===== config.mk =====
export PLATFORM = sky130hd
export DESIGN_NAME = fetch_pc_unit
export DESIGN_NICKNAME = d
export VERILOG_FILES = /design/src/rtl/fetch_pkg.sv /design/src/rtl/fetch_pc_unit_branch_cond.sv /design/src/rtl/fetch_pc_unit.sv
export SDC_FILE = /design/constraint.sdc
export NUM_CORES = 1
export LEC_CHECK = 0
export ABC_AREA = 0
export CORE_UTILIZATION = 50
export CTS_CLUSTER_DIAMETER = 150
export DETAILED_ROUTE_END_ITERATION = 16
export PLACE_DENSITY = 0.85
export SYNTH_ARGS = -nofsm -noshare
export SYNTH_HDL_FRONTEND = slang
export SYNTH_SLANG_ARGS = --single-unit
export TNS_END_PERCENT = 1

===== constraint.sdc =====
create_clock -name clk -period 7.5 [get_ports clk]
set_input_delay 0.75 -clock clk [delete_from_list [all_inputs] [get_ports clk]]
set_output_delay 0.75 -clock clk [all_outputs]
set_load 0.1 [all_outputs]

===== src/rtl/fetch_pkg.sv =====
// Shared encodings for the fetch/PC unit: branch modes, exception codes, FSM states, default vectors.
package fetch_pkg;

  typedef enum logic [2:0] {
    BR_BEQ  = 3'd0,
    BR_BNE  = 3'd1,
    BR_BLEZ = 3'd2,
    BR_BGTZ = 3'd3,
    BR_BLTZ = 3'd4,
    BR_BGEZ = 3'd5
  } br_mode_e;

  localparam logic [4:0] EXC_ADEL = 5'd4;
  localparam logic [4:0] EXC_IBE  = 5'd6;

  typedef enum logic {IDLE = 1'b0, WAIT = 1'b1} fetch_state_e;

  localparam logic [31:0] DEF_RESET_VEC = 32'h3000_0000;
  localparam logic [31:0] DEF_EXC_VEC   = 32'h8000_0180;

endpackage


===== src/rtl/fetch_pc_unit_branch_cond.sv =====
// Combinational MIPS branch-condition resolver; rs_val compares are signed, modes 6/7 never taken.
module branch_cond
  import fetch_pkg::*;
#(
  parameter int XLEN = 32
) (
  input  logic [2:0]      br_mode,
  input  logic [XLEN-1:0] rs_val,
  input  logic [XLEN-1:0] rt_val,
  output logic            taken
);

  logic signed [XLEN-1:0] rs_s;
  assign rs_s = $signed(rs_val);

  // NOTE: every always_comb output gets a default first so no path can infer a latch.
  always_comb begin
    taken = 1'b0;
    case (br_mode)
      BR_BEQ:  taken = (rs_val == rt_val);
      BR_BNE:  taken = (rs_val != rt_val);
      BR_BLEZ: taken = (rs_s <= 0);
      BR_BGTZ: taken = (rs_s > 0);
      BR_BLTZ: taken = (rs_s < 0);
      BR_BGEZ: taken = (rs_s >= 0);
      default: taken = 1'b0;
    endcase
  end

endmodule


===== src/rtl/fetch_pc_unit.sv =====
// PC / IR / EPC / Cause owner with ready-based fetch handshake and redirect resolution.
// Optional fetch-timeout bus error enabled by defining FETCH_TIMEOUT_EN.
module fetch_pc_unit
  import fetch_pkg::*;
#(
  parameter int              XLEN      = 32,
  parameter logic [XLEN-1:0] RESET_VEC = XLEN'(DEF_RESET_VEC),
  parameter logic [XLEN-1:0] EXC_VEC   = XLEN'(DEF_EXC_VEC),
  parameter int              TIMEOUT   = 15,
  parameter int              TO_W      = 4
) (
  input  logic            clk,
  input  logic            rst,
  input  logic            fetch_req,
  output logic            mem_req,
  output logic [XLEN-1:0] mem_addr,
  input  logic            mem_ready,
  input  logic [31:0]     mem_rdata,
  output logic            fetch_done,
  output logic [31:0]     inst_r,
  output logic [XLEN-1:0] pc,
  input  logic            br_en,
  input  logic [2:0]      br_mode,
  input  logic [XLEN-1:0] rs_val,
  input  logic [XLEN-1:0] rt_val,
  input  logic            jump,
  input  logic            jr,
  input  logic            exc_req,
  input  logic [4:0]      exc_code,
  input  logic            eret,
  output logic [XLEN-1:0] epc,
  output logic [31:0]     cause,
  output logic            exc_taken
);

  if (XLEN < 32 || TIMEOUT < 1 || TIMEOUT >= (1 << TO_W)) begin : g_param_check
    $error("fetch_pc_unit: illegal XLEN/TIMEOUT/TO_W combination");
  end

  fetch_state_e    state;
  logic            br_taken;
  logic            exc_fire;
  logic [4:0]      exc_sel;
  logic            timeout_hit;
  logic [XLEN-1:0] br_target;
  logic [XLEN-1:0] jump_target;

  branch_cond #(.XLEN(XLEN)) u_branch_cond (
    .br_mode (br_mode),
    .rs_val  (rs_val),
    .rt_val  (rt_val),
    .taken   (br_taken)
  );

  // Decoded from state so mem_req falls the instant rst clears the FSM.
  assign mem_req  = (state == WAIT);
  assign mem_addr = pc;

  assign br_target   = pc + {{(XLEN-18){inst_r[15]}}, inst_r[15:0], 2'b00};
  assign jump_target = {pc[XLEN-1:28], inst_r[25:0], 2'b00};

`ifdef FETCH_TIMEOUT_EN
  logic [TO_W-1:0] to_cnt;

  assign timeout_hit = !mem_ready && (to_cnt == TO_W'(TIMEOUT - 1));

  always_ff @(posedge clk or posedge rst) begin
    if (rst)                      to_cnt <= '0;
    else if (state == IDLE)       to_cnt <= '0;
    else if (!mem_ready)          to_cnt <= to_cnt + 1'b1;
  end
`else
  assign timeout_hit = 1'b0;
`endif

  // Single exception-entry path; the external request outranks internally detected faults.
  always_comb begin
    exc_fire = 1'b0;
    exc_sel  = exc_code;
    if (exc_req) begin
      exc_fire = 1'b1;
    end else if (state == IDLE && !eret && jr && rs_val[1:0] != 2'b00) begin
      exc_fire = 1'b1;
      exc_sel  = EXC_ADEL;
    end else if (state == WAIT && timeout_hit) begin
      exc_fire = 1'b1;
      exc_sel  = EXC_IBE;
    end
  end

  // NOTE: sequential state uses non-blocking assignments so every register samples pre-edge values.
  always_ff @(posedge clk or posedge rst) begin
    if (rst) begin
      state      <= IDLE;
      pc         <= RESET_VEC;
      inst_r     <= '0;
      epc        <= '0;
      cause      <= '0;
      fetch_done <= 1'b0;
      exc_taken  <= 1'b0;
    end else begin
      fetch_done <= 1'b0;
      exc_taken  <= 1'b0;
      if (exc_fire) begin
        epc       <= pc;
        cause     <= {25'd0, exc_sel, 2'b00};
        pc        <= EXC_VEC;
        exc_taken <= 1'b1;
        state     <= IDLE;
      end else begin
        case (state)
          IDLE: begin
            if (eret)                  pc    <= epc;
            else if (jr)               pc    <= rs_val;
            else if (jump)             pc    <= jump_target;
            else if (br_en && br_taken) pc   <= br_target;
            else if (fetch_req)        state <= WAIT;
          end
          WAIT: begin
            if (mem_ready) begin
              inst_r     <= mem_rdata;
              pc         <= pc + XLEN'(4);
              fetch_done <= 1'b1;
              state      <= IDLE;
            end
          end
          default: state <= IDLE;
        endcase
      end
    end
  end

endmodule


==> results of run 1 <==
synth_stat cells (9+ instances only):
cell                       instances
sky130_fd_sc_hd__nand2_1         166
sky130_fd_sc_hd__clkbuf_1         28
sky130_fd_sc_hd__mux2_2           33
sky130_fd_sc_hd__nand2b_1         10
sky130_fd_sc_hd__buf_4            61
sky130_fd_sc_hd__o21ai_0          78
sky130_fd_sc_hd__nand4_1          11
sky130_fd_sc_hd__ha_1             30
sky130_fd_sc_hd__inv_1            20
sky130_fd_sc_hd__xor2_1           45
sky130_fd_sc_hd__nor2_1           57
sky130_fd_sc_hd__nor3_1           10
sky130_fd_sc_hd__xnor2_1          12
sky130_fd_sc_hd__and3_1           16
sky130_fd_sc_hd__a22o_1           14
sky130_fd_sc_hd__dfrtp_1         102
sky130_fd_sc_hd__a31oi_1          10
sky130_fd_sc_hd__nand3_1          31
sky130_fd_sc_hd__nor4_1           21
sky130_fd_sc_hd__o211ai_1         17
sky130_fd_sc_hd__a21oi_1          78
sky130_fd_sc_hd__a21o_1            9
metal layers:
layer  wire length (µm)  track usage  vias to the layer above
met2              13790       0.5744                      737
met1              11700       0.4818                     4140
met5                  0            0                        -
met3               4362       0.1246                      119
li1                   -            -                     3916
met4               1360       0.1799                        0
layout make-up:
class                      count  share of cell area
multi-input combinational    795              0.4582
clock inverter                 6             0.01066
inverter                      22            0.007882
clock buffer                  10             0.02121
sequential                   104              0.2415
tap                          216             0.02504
timing repair buffer         256              0.2355
logic make-up after synthesis:
family                     count (synthesis)  synth area share
AOI/OAI and AO/OA                        288            0.2288
xor gates and xnor gates                  57           0.06122
adders and majority gates                 31           0.04848
buffers and inverters                    124           0.08668
DFF                                      104            0.3194
muxes                                     39           0.05293
other                                      1         0.0004598
and+or+nand+nor                          353            0.2021
flip-flops by register name (all words and copies together) (netlist names):
signal and count:
exc_taken 1, inst_r 32, mem_addr 32, fetch_done 1, mem_req 1, cause 5, epc 32
metrics by stage:
| stage | utilization | worst slack [ns] |
|---|---|---|
| global route | 0.6795 | 3.279 |
| CTS | 0.6795 | 3.557 |
| global placement | 0.6578 | 3.322 |
| finish | 0.6795 | 3.400 |
| floorplan | - | 4.021 |
| detailed placement | 0.6578 | 3.200 |
path summary, 6_finish.rpt:
kind / from / to / slack (ns)
min in group asynchronous: rst / cause[5]$_DFFE_PP0N_ / 0.77
worst min-delay path: cause[3]$_DFFE_PP0N_ / cause[3]$_DFFE_PP0N_ / 0.51
worst min register to register: cause[3]$_DFFE_PP0N_ / cause[3]$_DFFE_PP0N_ / 0.51
worst max register to register: mem_req$_DFF_PP0_ / mem_addr[10]$_DFFE_PP0P_ / 3.67
max in group asynchronous: rst / inst_r[19]$_DFFE_PP0P_ / 5.45
worst max-delay path: eret / mem_addr[10]$_DFFE_PP0P_ / 3.40
critical path: stages:
cell and delay [ns]:
sky130_fd_sc_hd__clkdlybuf4s50_1 0.40, sky130_fd_sc_hd__buf_4 0.27, sky130_fd_sc_hd__nor2_1 0.53, sky130_fd_sc_hd__a31oi_4 0.15, sky130_fd_sc_hd__inv_2 0.67, sky130_fd_sc_hd__nor2_1 0.16, sky130_fd_sc_hd__a22oi_1 0.20, sky130_fd_sc_hd__o21a_1 0.41
sky130_fd_sc_hd__buf_4 0.37, sky130_fd_sc_hd__o21ai_0 0.15, sky130_fd_sc_hd__a22o_1 0.25
report_power, final:
group          switching, µW  internal [µW]  leakage [µW]  total, µW
sequential              85.6            614       0.00137        699
combinational            831            293       0.00309       1120
clock                    233            329      0.000164        562
==> impl_metrics.env, run 1 <==
export IMPL_total_power_uw=2385
export IMPL_post_synth_top_area_cell="sky130_fd_sc_hd__dfrtp_1"
export IMPL_hold_violations=0
export IMPL_hold_ws_ns=0.5051
export IMPL_syn2layout_area_growth_pct=32.36
export IMPL_crit_fanout=44
export IMPL_placement_rows=46
export IMPL_clock_latency_ns=0.37
export IMPL_maxCapViolations=0
export IMPL_placed_cell_area_um2=10450
export IMPL_yosys_warnings=0
export IMPL_design_final_nets=1332
export IMPL_numClockSinks=104
export IMPL_cp_start_kind="primary input"
export IMPL_grt_setup_unrepaired="false"
export IMPL_chipHeight_um=129.7
export IMPL_cts_made_buffers=9
export IMPL_grt_start_max_net_pins=70
export IMPL_htree_levels=3
export IMPL_async_reset_ff_frac=1.000
export IMPL_global_route_usage_total=0.3767
export IMPL_gr_total_overflow=0
export IMPL_sequential_cell_area_um2=2606
export IMPL_final_setup_skew_ns=0.01084
export IMPL_rr_worst_depth=10
export IMPL_whs_path_depth=1
export IMPL_core_um2=15890
export IMPL_post_cts_hold_buffer_count=0
export IMPL_tritoncts="built"
export IMPL_maxSlewHeadroom=0.3320
export IMPL_number_of_buffers_added_on_ports=248
export IMPL_yosys_register_bits=104
export IMPL_pin_count=276
export IMPL_synth_sequential_area_ratio=0.3194
export IMPL_most_common_cell_after_layout_fill_and_taps_aside="sky130_fd_sc_hd__clkdlybuf4s50_1"
export IMPL_synthesis_instances=997
export IMPL_status="finished clean"
export IMPL_place_gp_congestion=0.9876
export IMPL_kind_of_path_behind_the_tightest_hold_check="reg2reg"
export IMPL_post_route_cells_drive_above_1_share=0.06287
export IMPL_synth_area_top_cells="sky130_fd_sc_hd__dfrtp_1, sky130_fd_sc_hd__nand2_1, sky130_fd_sc_hd__buf_4"
export IMPL_period_share=0.5467
export IMPL_clk_pin_slew_ns=0.07
export IMPL_synth_top_flop_cell="sky130_fd_sc_hd__dfrtp_1"
export IMPL_die_width_um=129.7
export IMPL_placed_cells=1393
export IMPL_clk_root_buffer_cell="sky130_fd_sc_hd__clkbuf_16"
export IMPL_first_iter_violations=1216
export IMPL_antenna_found_initial=1
export IMPL_grt_first_pass_wirelength_um=47840
export IMPL_totalWireLength_um=31220
export IMPL_routed_via_count=8912
export IMPL_floorplan_die_area_um2=16830
export IMPL_finish_instance_area_um2=10790
export IMPL_cp_end_kind="flip-flop"
export IMPL_most_common_layout_cells="sky130_fd_sc_hd__clkdlybuf4s50_1, sky130_fd_sc_hd__nand2_1, sky130_fd_sc_hd__dfrtp_1"
export IMPL_post_synth_top_area_fraction=0.3130
export IMPL_multi_input_area_um2=4946
export IMPL_ctsResizeCount=0
export IMPL_fin_tns_setup_ns=0
export IMPL_critPathRequiredTime_ns=7.76
export IMPL_antenna_cells=0
export IMPL_place_detailed_hpwl_um=22900
export IMPL_floorplan_initialDensity=0.5134
export IMPL_routedWlPerCell_um=22.15
export IMPL_first_pass_iters=8
export IMPL_finalCriticalPeriod_ns=4.100
export IMPL_cts_repair_timing_setup_buffer_count=0
export IMPL_filler_cell_count=1339
export IMPL_route_detailed_drc=0
export IMPL_number_of_enable_flip_flop_cells_after_synthesis=0
export IMPL_grt_pass1_vias=8339
export IMPL_mean_syn_cell_area_um2=8.180
export IMPL_cts_max_path_buffers=2
export IMPL_max_frequency_mhz=243.9
export IMPL_crit_type="in2reg"
export IMPL_antenna_violating_nets_post_route=0
export IMPL_syn_cell_area_um2=8155
export IMPL_final_max_slew_violation_count=0
export IMPL_vias_per_cell=6.325
export IMPL_synth_lib_cells_used_distinct=70
export IMPL_leakage_uw=0.004633
export IMPL_final_cells=1409
export IMPL_worst_pin_slew_ns=0.9988
export IMPL_setup_viol=0
export IMPL_powerDensity_nw_per_um2=221.0
export IMPL_vdd_ir_drop_max_mv=0.1852
export IMPL_cp_arrival_ns=4.36
Note: power is estimated with default switching activity, not from simulation.
==> inputs of run 2 (changes only) <==
--- a/config.mk
+++ b/config.mk
@@ -6,10 +6,10 @@
 export NUM_CORES = 1
 export LEC_CHECK = 0
 export ABC_AREA = 0
-export CORE_UTILIZATION = 50
+export CORE_UTILIZATION = 42
 export CTS_CLUSTER_DIAMETER = 150
 export DETAILED_ROUTE_END_ITERATION = 16
-export PLACE_DENSITY = 0.85
+export PLACE_DENSITY = 0.76
 export SYNTH_ARGS = -nofsm -noshare
 export SYNTH_HDL_FRONTEND = slang
 export SYNTH_SLANG_ARGS = --single-unit
==> constraint.sdc (replaced) <==
create_clock -name clk -period 3.6 [get_ports clk]
set_input_delay 0.36 -clock clk [delete_from_list [all_inputs] [get_ports clk]]
set_output_delay 0.36 -clock clk [all_outputs]
set_load 0.1 [all_outputs]
==> run 2 against run 1 <==
Worst setup slack worse by 3.1 ns. Global-route usage down 4.0 points. Non-clock buffer count up 37. Clock skew down 0.0025 ns. Count of clock-buffer cells in the layout down 1. Highest routed layer unchanged.
==> impl_metrics.env, run 2 (synthesis results as in run 1) <==
export IMPL_place_detailed_hpwl_um=25070
export IMPL_post_cts_hold_buffer_count=0
export IMPL_final_setup_skew_ns=0.008351
export IMPL_vdd_ir_drop_max_mv=0.2962
export IMPL_clk_pin_slew_ns=0.08
export IMPL_rr_worst_depth=9
export IMPL_worstSetupPathDepth=9
export IMPL_vias_per_cell=6.057
export IMPL_cpPeakStageDelay_ns=0.72
export IMPL_hold_violations=0
export IMPL_cp_end_kind="flip-flop"
export IMPL_place_gp_congestion=1.008
export IMPL_ctsResizeCount=0
export IMPL_period_share=0.9051
export IMPL_totalWireLength_um=33630
export IMPL_htree_levels=3
export IMPL_crit_type="in2reg"
export IMPL_most_common_layout_cells="sky130_fd_sc_hd__clkdlybuf4s50_1, sky130_fd_sc_hd__nand2_1, sky130_fd_sc_hd__dfrtp_1"
export IMPL_post_route_cells_drive_above_1_share=0.09350
export IMPL_global_route_usage_total=0.3368
export IMPL_routedWlPerCell_um=22.57
export IMPL_cts_max_path_buffers=2
export IMPL_design_final_nets=1369
export IMPL_maxSlewHeadroom=0.3261
export IMPL_kind_of_path_behind_the_tightest_hold_check="in2async"
export IMPL_cts_repair_timing_setup_buffer_count=0
export IMPL_syn2layout_area_growth_pct=35.90
export IMPL_antenna_cells=0
export IMPL_antenna_violating_nets_post_route=0
export IMPL_cp_arrival_ns=3.56
export IMPL_first_iter_violations=1273
export IMPL_routed_via_count=9025
export IMPL_clk_root_buffer_cell="sky130_fd_sc_hd__clkbuf_16"
export IMPL_path_cells="clkdlybuf4s50_1, nor4_1, nand4_1, o21a_1, nor3_4, and2b_1, nor3_4, nor3_2, a32o_1"
export IMPL_grt_pass1_vias=8292
export IMPL_placement_rows=50
export IMPL_total_power_uw=4831
export IMPL_cpLargestDelayFamily="simple AND/OR/NAND/NOR gates"
export IMPL_cp_buffers_inverters=1
export IMPL_status="finished clean"
export IMPL_grt_start_max_net_pins=61
export IMPL_number_of_buffers_added_on_ports=248
export IMPL_cts_made_buffers=9
export IMPL_grt_setup_unrepaired="false"
export IMPL_floorplan_die_area_um2=19980
export IMPL_max_frequency_mhz=306.9
export IMPL_grt_first_pass_wirelength_um=50810
export IMPL_numClockSinks=104
export IMPL_core_um2=18890
export IMPL_fin_tns_setup_ns=0
export IMPL_pin_count=276
export IMPL_final_max_slew_violation_count=0
export IMPL_route_detailed_drc=0
export IMPL_floorplan_initialDensity=0.4317
export IMPL_clock_latency_ns=0.37
export IMPL_crit_path_top_delay_cell="sky130_fd_sc_hd__nor4_1"
export IMPL_finalCriticalPeriod_ns=3.259
export IMPL_most_common_cell_after_layout_fill_and_taps_aside="sky130_fd_sc_hd__clkdlybuf4s50_1"
export IMPL_path_common_cell="sky130_fd_sc_hd__nor3_4"
export IMPL_chipHeight_um=141.3
export IMPL_worst_pin_slew_ns=1.008
export IMPL_leakage_uw=0.004813
export IMPL_die_width_um=141.3
export IMPL_tritoncts="built"
export IMPL_maxCapViolations=0
export IMPL_antenna_found_initial=0
export IMPL_first_pass_iters=6
export IMPL_gr_total_overflow=0
export IMPL_cp_start_kind="primary input"
export IMPL_critPathRequiredTime_ns=3.90
export IMPL_crit_fanout=11
export IMPL_powerDensity_nw_per_um2=435.9
export IMPL_setup_viol=0
run 2: cell types whose count changed in the layout (fill, tap and decap cells not counted), sizes merged:
cell,previous run,this run
inv,23,24
clkbuf,10,9
buf,8,47
clkinv,1,5
bufinv,3,0
clkinvlp,1,0
clkdlybuf4s50,248,246
run 2: path summary, 6_finish.rpt:
path / start / end / slack [ns]
worst max-delay path: rs_val[20] / mem_addr[12]$_DFFE_PP0P_ / 0.34
worst max register to register: inst_r[15]$_DFFE_PP0P_ / mem_addr[31]$_DFFE_PP0P_ / 0.46
worst min register to register: cause[6]$_DFFE_PP0N_ / cause[6]$_DFFE_PP0N_ / 0.50
min in group clk: cause[6]$_DFFE_PP0N_ / cause[6]$_DFFE_PP0N_ / 0.50
max in group asynchronous: rst / mem_addr[28]$_DFFE_PP1P_ / 2.27
worst min-delay path: rst / epc[5]$_DFFE_PP0N_ / 0.48
run 2: final cells by class:
type                            instances  area (µm²)
Tap cell                              260       325.3
Fill cell                            1717        7810
Timing Repair Buffer                  293        2840
Clock buffer                            9       225.2
Inverter                               22       85.08
Multi-Input combinational cell        795        4946
Sequential cell                       104        2606
Clock inverter                          7       55.05
run 2: per-stage QoR:
| step | hold WS, ns | instances | util | instance area [µm²] | setup WS [ns] |
|---|---|---|---|---|---|
| after floorplan | 0.4877 | 1023 | - | 8253 | 0.4603 |
| after global placement | 0.4795 | 1474 | 0.5718 | 10800 | 0.2694 |
| after detailed placement | 0.4834 | 1474 | 0.5718 | 10800 | 0.1754 |
| after CTS | 0.5030 | 1490 | 0.5866 | 11080 | 0.5476 |
| after global routing | 0.5276 | 1490 | 0.5866 | 11080 | 0.3160 |
| final | 0.4837 | 1490 | 0.5866 | 11080 | 0.3415 |
run 2: metal layers:
metal / part of all wire / track usage / vias to the layer above / wire length [µm]
met3: 0.12 / 0.08809 / 85 / 4112
met5: 0 / 0 / - / 0
met1: 0.42 / 0.4751 / 4264 / 14210
met2: 0.43 / 0.5018 / 675 / 14340
li1: - / - / 4001 / -
met4: 0.029 / 0.1035 / 0 / 961
run 2: power by group:
group | switching [µW] | internal, µW
logic | 1780 | 645
registers | 142 | 1280
clock network | 502 | 480
total | 2430 | 2400
run 2: worst reg2reg max path: stages, from the launching register on:
cell                       delay, ns
sky130_fd_sc_hd__dfrtp_1        0.85
sky130_fd_sc_hd__ha_1           0.46
sky130_fd_sc_hd__a21oi_1        0.29
sky130_fd_sc_hd__o22ai_1        0.15
sky130_fd_sc_hd__o21ai_0        0.21
sky130_fd_sc_hd__o21ai_0        0.16
sky130_fd_sc_hd__o2111a_1       0.27
sky130_fd_sc_hd__a311oi_1       0.35
sky130_fd_sc_hd__o32a_1         0.20
sky130_fd_sc_hd__o22ai_1        0.07
